--- src/rtl/regfile_pkg.sv ---
// ---------------------------------------------------------------------------
// regfile_pkg
//   Shared defines and package for the architectural register file.
//
//   Shared defines (kept here so every file of the slice sees one copy):
//     ROB_WIDTH  width of a ROB entry id
//     ROB_SIZE   number of ROB entries
//     REG_X0     register id of the hardwired-zero register
//
//   Package contents:
//     REGFILE_ROB_W   ROB tag width seen by the register file
//     REGFILE_NREG    number of architectural registers
//     REG_X0_ID       typed copy of REG_X0
//     operand_src_e   where a resolved source operand comes from
// ---------------------------------------------------------------------------
`ifndef ROB_WIDTH
`define ROB_WIDTH 4
`endif

`ifndef ROB_SIZE
`define ROB_SIZE 16
`endif

`ifndef REG_X0
`define REG_X0 5'd0
`endif

package regfile_pkg;

  localparam int REGFILE_ROB_W = `ROB_WIDTH;
  localparam int REGFILE_NREG  = 32;

  localparam logic [4:0] REG_X0_ID = `REG_X0;

  // Source of an operand as seen by the decoder
  typedef enum logic [1:0] {
    SRC_ZERO = 2'd0,
    SRC_REG  = 2'd1,
    SRC_FWD  = 2'd2,
    SRC_DEP  = 2'd3
  } operand_src_e;

endpackage

--- src/rtl/regfile_rd_port.sv ---
// ---------------------------------------------------------------------------
// regfile_rd_port
//   Combinational resolve of one decoder source operand. Picks between the
//   hardwired zero, the architectural value, a value forwarded from the ROB
//   search port, or a pending dependency on a ROB tag.
//
//   Ports:
//     rs            source register id
//     reg_busy      busy bit of that register
//     reg_val       architectural value of that register
//     reg_tag       ROB tag that will produce its next value
//     search_ready  ROB already holds the value for reg_tag
//     search_val    that value
//     val           resolved operand value (0 while pending)
//     dep_valid     operand is still pending
//     dep           ROB tag the operand waits on
// ---------------------------------------------------------------------------
module regfile_rd_port
  import regfile_pkg::*;
#(
  parameter int ROB_W = REGFILE_ROB_W
) (
  input  logic [4:0]       rs,
  input  logic             reg_busy,
  input  logic [31:0]      reg_val,
  input  logic [ROB_W-1:0] reg_tag,
  input  logic             search_ready,
  input  logic [31:0]      search_val,
  output logic [31:0]      val,
  output logic             dep_valid,
  output logic [ROB_W-1:0] dep
);

  operand_src_e src;

  // Priority: x0 first, then an idle register, then a ROB forward; only if
  // none of those apply does the operand wait on the producer tag.
  always_comb begin
    src = SRC_DEP;
    if (rs == REG_X0_ID) begin
      src = SRC_ZERO;
    end else if (!reg_busy) begin
      src = SRC_REG;
    end else if (search_ready) begin
      src = SRC_FWD;
    end
  end

  always_comb begin
    val       = 32'd0;
    dep_valid = 1'b0;
    case (src)
      SRC_ZERO: val = 32'd0;
      SRC_REG:  val = reg_val;
      SRC_FWD:  val = search_val;
      SRC_DEP:  dep_valid = 1'b1;
      default:  val = 32'd0;
    endcase
  end

  // The tag is only meaningful while dep_valid is high
  assign dep = reg_tag;

endmodule

--- src/rtl/regfile.sv ---
// ---------------------------------------------------------------------------
// regfile
//   Architectural register file with renaming tags for the out-of-order core.
//   Each register carries a value, a busy bit and the ROB tag of its youngest
//   in-flight producer. Decoder operands resolve combinationally against the
//   pre-edge state; ROB commits update values at the clock edge.
//
//   Optional feature (macro REGFILE_BUSY_COUNT_EN): adds a registered
//   busy_count output holding the number of busy registers.
//
//   Ports:
//     clk_in, rst_in, rdy_in     clock, sync active-high reset, global stall
//     clear                      mispredict flush (drops all busy bits)
//     dec_ready/dec_rd/dec_rob_id  rename of an issued instruction
//     dec_rs1/dec_rs2            decoder source registers
//     val1/dep1_valid/dep1       resolved operand 1
//     val2/dep2_valid/dep2       resolved operand 2
//     search_rob_id_k/search_ready_k/search_val_k  ROB search port k
//     commit_ready/commit_rob_id/commit_reg_id/commit_val  ROB commit
//     busy_count                 (optional) number of busy registers
// ---------------------------------------------------------------------------
module regfile
  import regfile_pkg::*;
#(
  parameter int ROB_W = REGFILE_ROB_W,
  parameter int NREG  = REGFILE_NREG
) (
  input  logic             clk_in,
  input  logic             rst_in,
  input  logic             rdy_in,
  input  logic             clear,
  input  logic             dec_ready,
  input  logic [4:0]       dec_rd,
  input  logic [ROB_W-1:0] dec_rob_id,
  input  logic [4:0]       dec_rs1,
  input  logic [4:0]       dec_rs2,
  output logic [31:0]      val1,
  output logic             dep1_valid,
  output logic [ROB_W-1:0] dep1,
  output logic [31:0]      val2,
  output logic             dep2_valid,
  output logic [ROB_W-1:0] dep2,
  output logic [ROB_W-1:0] search_rob_id_1,
  input  logic             search_ready_1,
  input  logic [31:0]      search_val_1,
  output logic [ROB_W-1:0] search_rob_id_2,
  input  logic             search_ready_2,
  input  logic [31:0]      search_val_2,
  input  logic             commit_ready,
  input  logic [ROB_W-1:0] commit_rob_id,
  input  logic [4:0]       commit_reg_id,
  input  logic [31:0]      commit_val
`ifdef REGFILE_BUSY_COUNT_EN
  ,
  output logic [5:0]       busy_count
`endif
);

  logic [31:0]      val_q [NREG];
  logic [ROB_W-1:0] tag_q [NREG];
  logic [NREG-1:0]  busy_q;

  logic [31:0]      val_n [NREG];
  logic [ROB_W-1:0] tag_n [NREG];
  logic [NREG-1:0]  busy_n;

  // Read path: both operands see the state before this edge, so an
  // instruction whose rs equals its rd never observes its own rename.
  assign search_rob_id_1 = tag_q[dec_rs1];
  assign search_rob_id_2 = tag_q[dec_rs2];

  regfile_rd_port #(.ROB_W(ROB_W)) u_rd_port_1 (
    .rs           (dec_rs1),
    .reg_busy     (busy_q[dec_rs1]),
    .reg_val      (val_q[dec_rs1]),
    .reg_tag      (tag_q[dec_rs1]),
    .search_ready (search_ready_1),
    .search_val   (search_val_1),
    .val          (val1),
    .dep_valid    (dep1_valid),
    .dep          (dep1)
  );

  regfile_rd_port #(.ROB_W(ROB_W)) u_rd_port_2 (
    .rs           (dec_rs2),
    .reg_busy     (busy_q[dec_rs2]),
    .reg_val      (val_q[dec_rs2]),
    .reg_tag      (tag_q[dec_rs2]),
    .search_ready (search_ready_2),
    .search_val   (search_val_2),
    .val          (val2),
    .dep_valid    (dep2_valid),
    .dep          (dep2)
  );

  // Next-state: commit first, then issue/clear. Ordering makes an issue to
  // the same register override the commit's busy release, while the commit
  // value still lands. A commit whose tag is stale (a younger producer owns
  // the register) only updates the value.
  always_comb begin
    val_n  = val_q;
    tag_n  = tag_q;
    busy_n = busy_q;

    if (commit_ready && commit_reg_id != REG_X0_ID) begin
      val_n[commit_reg_id] = commit_val;
      if (busy_q[commit_reg_id] && tag_q[commit_reg_id] == commit_rob_id) begin
        busy_n[commit_reg_id] = 1'b0;
      end
    end

    if (clear) begin
      busy_n = '0;
    end else if (dec_ready && dec_rd != REG_X0_ID) begin
      busy_n[dec_rd] = 1'b1;
      tag_n[dec_rd]  = dec_rob_id;
    end
  end

  // State update; reset wins over the global stall
  always_ff @(posedge clk_in) begin
    if (rst_in) begin
      for (int i = 0; i < NREG; i++) begin
        val_q[i] <= '0;
        tag_q[i] <= '0;
      end
      busy_q <= '0;
    end else if (rdy_in) begin
      val_q  <= val_n;
      tag_q  <= tag_n;
      busy_q <= busy_n;
    end
  end

`ifdef REGFILE_BUSY_COUNT_EN
  logic [5:0] busy_count_n;

  // Population count of the next-state busy vector
  always_comb begin
    busy_count_n = '0;
    for (int i = 0; i < NREG; i++) begin
      busy_count_n = busy_count_n + 6'(busy_n[i]);
    end
  end

  always_ff @(posedge clk_in) begin
    if (rst_in) begin
      busy_count <= '0;
    end else if (rdy_in) begin
      busy_count <= busy_count_n;
    end
  end
`endif

endmodule

--- config.mk ---
export PLATFORM = sky130hd
export DESIGN_NAME = regfile
export DESIGN_NICKNAME = d
export VERILOG_FILES = /design/src/rtl/regfile_pkg.sv /design/src/rtl/regfile_rd_port.sv /design/src/rtl/regfile.sv
export SDC_FILE = /design/constraint.sdc
export NUM_CORES = 2
export LEC_CHECK = 0
export CAP_MARGIN = 20
export CORE_ASPECT_RATIO = 0.6
export CORE_MARGIN = 3
export CORE_UTILIZATION = 60
export DETAILED_ROUTE_END_ITERATION = 8
export PLACE_DENSITY_LB_ADDON = 0.2
export SETUP_SLACK_MARGIN = 0.2
export SYNTH_ARGS = -nofsm -noshare
export SYNTH_HDL_FRONTEND = slang
export SYNTH_SLANG_ARGS = --single-unit
--- constraint.sdc ---
create_clock -name clk_in -period 6.26 [get_ports clk_in]
set_input_delay 1.252 -clock clk_in [delete_from_list [all_inputs] [get_ports clk_in]]
set_output_delay 1.252 -clock clk_in [all_outputs]
set_load 0.005 [all_outputs]
==> run metrics <==
die extent in x=420.3 µm; WL met1=84940 µm; Final ANT Viol Nets=0; Setup crit end kind=output port; H-tree levels=3; measured slew at the worst slew-check pin=1259 ps; synthesized flop and latch total=1184; Skew-Pair Late Insertion Delay=760 ps; First-pass DRT Iterations=9; Max Fclk=166.5 MHz; Remaining DRCs=2; vias in the first global route=52765; crit path max fanout=32; WS Path Type=input pin to output port; Mapped Cells=6602; Async S/R FF share, synth=0; largest cells by area after synthesis=dfxtp_1, mux4_2, nand2_1; Die ar.=107000 µm²; area delta synth->final=12.82%; Power Density=236.9 nW/µm²; layout cell share with drive strength beyond 1=0.1905; cell type with the largest total area after synthesis=dfxtp_1; maximum VDD drop=0.2533 mV; Worst-path clk slew=60 ps; wire length on met2=99140 µm; Final Critical Period=6005 ps; Via density=7.212; failing checks=design-rule violations; Post-synth EDFFs=0; relative slew slack=0.1575; Setup-failing EPs final=0; detailed-route via count=56932; RSZ-0062 raised after global routing=no; worst hold slack=466.9 ps; Port Buffers=213; Tightest Hold Check Type=flip-flop to flip-flop; DPL Wire Length=143800 µm; pins over their slew limit=0; Final Hold Vio Count=0; status=complete, but fails checks; DR WL/cell=31.31 µm; first-pass GRT wire length=353500 µm; gr ovfl total=0; GR Util All Layers=0.4506; # Max-Cap Violations=0; Leak=22.90 nW; Final Wtd Congestion=0.9977; Sum Neg Setup Slack=0 ps; distinct cell type count after synthesis=57; chip height=254.6 µm; Initial Utilization=0.6097; CTS Buf Count=108; Seq/Total Area, Yosys=0.3836; CP required=5010 ps; CTS tree=yes; highest routed layer=met5; Starting DRT DRC Count=10937; Post-CTS Hold Buffers=0; Rows=90; Mapped Nets=6740; Post-layout nets=6585; Worst Skew=21.49 ps; most frequently used flop master after synthesis=dfxtp_1; antenna violations before repair=18; post-CTS setup buffers=0; average size of a mapped cell=9.359 µm²; core box area=101300 µm²; Yosys warning count=0; Mapped Area=61790 µm²; WL met3=46600 µm; Place WS=346.2 ps; startpoint types=input pin; fin worst setup slack=255.0 ps; final period utilization=0.9593; CTS Sinks=1184; CP Data Arrival Time=4750 ps; final core occ=0.6879; Routed WL=247200 µm; Root Driver=clkbuf_16; top-area cell type share of the netlist area=0.3836; I/O pin total=214; CTS max path bufs=3; pin count of the biggest net entering global routing=220
metal layers:
| metal | track usage | vias to the layer above |
|---|---|---|
| met1 | 0.5869 | 27402 |
| met2 | 0.6041 | 5312 |
| met3 | 0.2275 | 1130 |
| li1 | - | 23080 |
| met5 | 0.004346 | - |
| met4 | 0.2555 | 8 |
critical path: stages:
cell             delay [ps]
buf_8                   230
mux4_2                  530
mux4_2                  560
mux2_2                  330
a21o_1                  210
inv_1                    90
ha_2                    780
nor2_1                  150
clkdlybuf4s50_1         530
placed cells by master (no fill, tap or decap), types with 5 or more instances in the layout:
cell             instances
dfxtp_1               1184
nand2_1               2058
o21ai_0                 33
nand4_1                  6
buf_4                  143
buf_16                  17
mux4_2                 711
nor3_2                   5
o211ai_1                20
or3_1                    5
clkinv_2                22
clkdlybuf4s50_1        200
a22oi_1                 78
a221o_1                  9
o22ai_1                 23
clkbuf_16              113
a221oi_1                 5
buf_12                  32
o2111ai_1                8
a211oi_1                 6
diode_2                 21
nor2_4                  27
nor2b_1                 45
o221ai_1                 5
a21oi_1               1024
nand2b_1                15
nor2_1                 225
nand3_1                 11
clkbuf_1                14
nor4_1                   6
mux2_2                  67
mux2i_1                219
nand4b_1                 5
inv_1                   14
nand2_2                 23
buf_8                   12
bufinv_16               21
clkbuf_8                22
nor3_1                  28
metrics by stage:
step	power, W	cells	instance area [µm²]
final	0.01652	7894	69710
after global routing	0.01680	7881	69680
after CTS	0.01638	7851	69120
after detailed placement	0.009018	7649	65130
after global placement	0.008993	7641	64950
after floorplan	0.008531	6602	61790
area by class of cell:
type                            instances  area, µm²
Antenna cell                           21      52.55
Clock buffer                          145       3083
Clock inverter                         57      913.4
Fill cell                            7683      31640
Inverter                               15      56.30
Multi-Input combinational cell       4726      35730
Sequential cell                      1184      23700
Tap cell                             1334       1669
Timing Repair Buffer                  412       4503
flip-flops by register name (all words and copies together) (netlist names):
signal,count
busy_q,32
tag_q,128
val_q,1024
cell families after synthesis:
kind of cell	after synthesis	synth area share
AOI/OAI and AO/OA	1236	0.1079
xor gates and xnor gates	2	0.0002835
adders and majority gates	6	0.001215
buffers and inverters	692	0.04350
DFF	1184	0.3836
muxes	997	0.3068
and+or+nand+nor	2485	0.1567
synth_stat cells, types with 20 or more instances:
master,number
buf_1,88
o211ai_1,20
dfxtp_1,1184
o21ai_0,33
nor2b_1,45
mux2_2,67
nand2_1,2081
nor2_1,252
mux4_2,711
clkbuf_1,535
a22oi_1,78
buf_2,45
o22ai_1,23
a21oi_1,1024
mux2i_1,219
nor3_1,33
what timing repair did:
item	4_1_cts	5_1_grt
gates resized for setup	0	1
hold endpoints to repair	0	0
setup endpoints to repair	0	1
final timing paths:
kind                                 start    endpoint  slack (ps)  cells after the start
worst min register to register  val_q[669]  val_q[669]         470                      2
worst min-delay path            val_q[669]  val_q[669]         470                      2
worst max register to register   tag_q[77]  busy_q[28]        2540                     10
worst max-delay path            dec_rs2[0]    val2[26]         260                      9
report_power, final:
group / internal [W] / leakage [nW] / switching, W / total (W)
Combinational: 0.000472 / 11.4 / 0.000887 / 0.00136
Sequential: 0.00756 / 9.54 / 0.0000235 / 0.00758
Clock: 0.00434 / 1.96 / 0.00323 / 0.00758
Total: 0.0124 / 22.9 / 0.00414 / 0.0165
No activity file was read; power rests on OpenSTA's default activity.
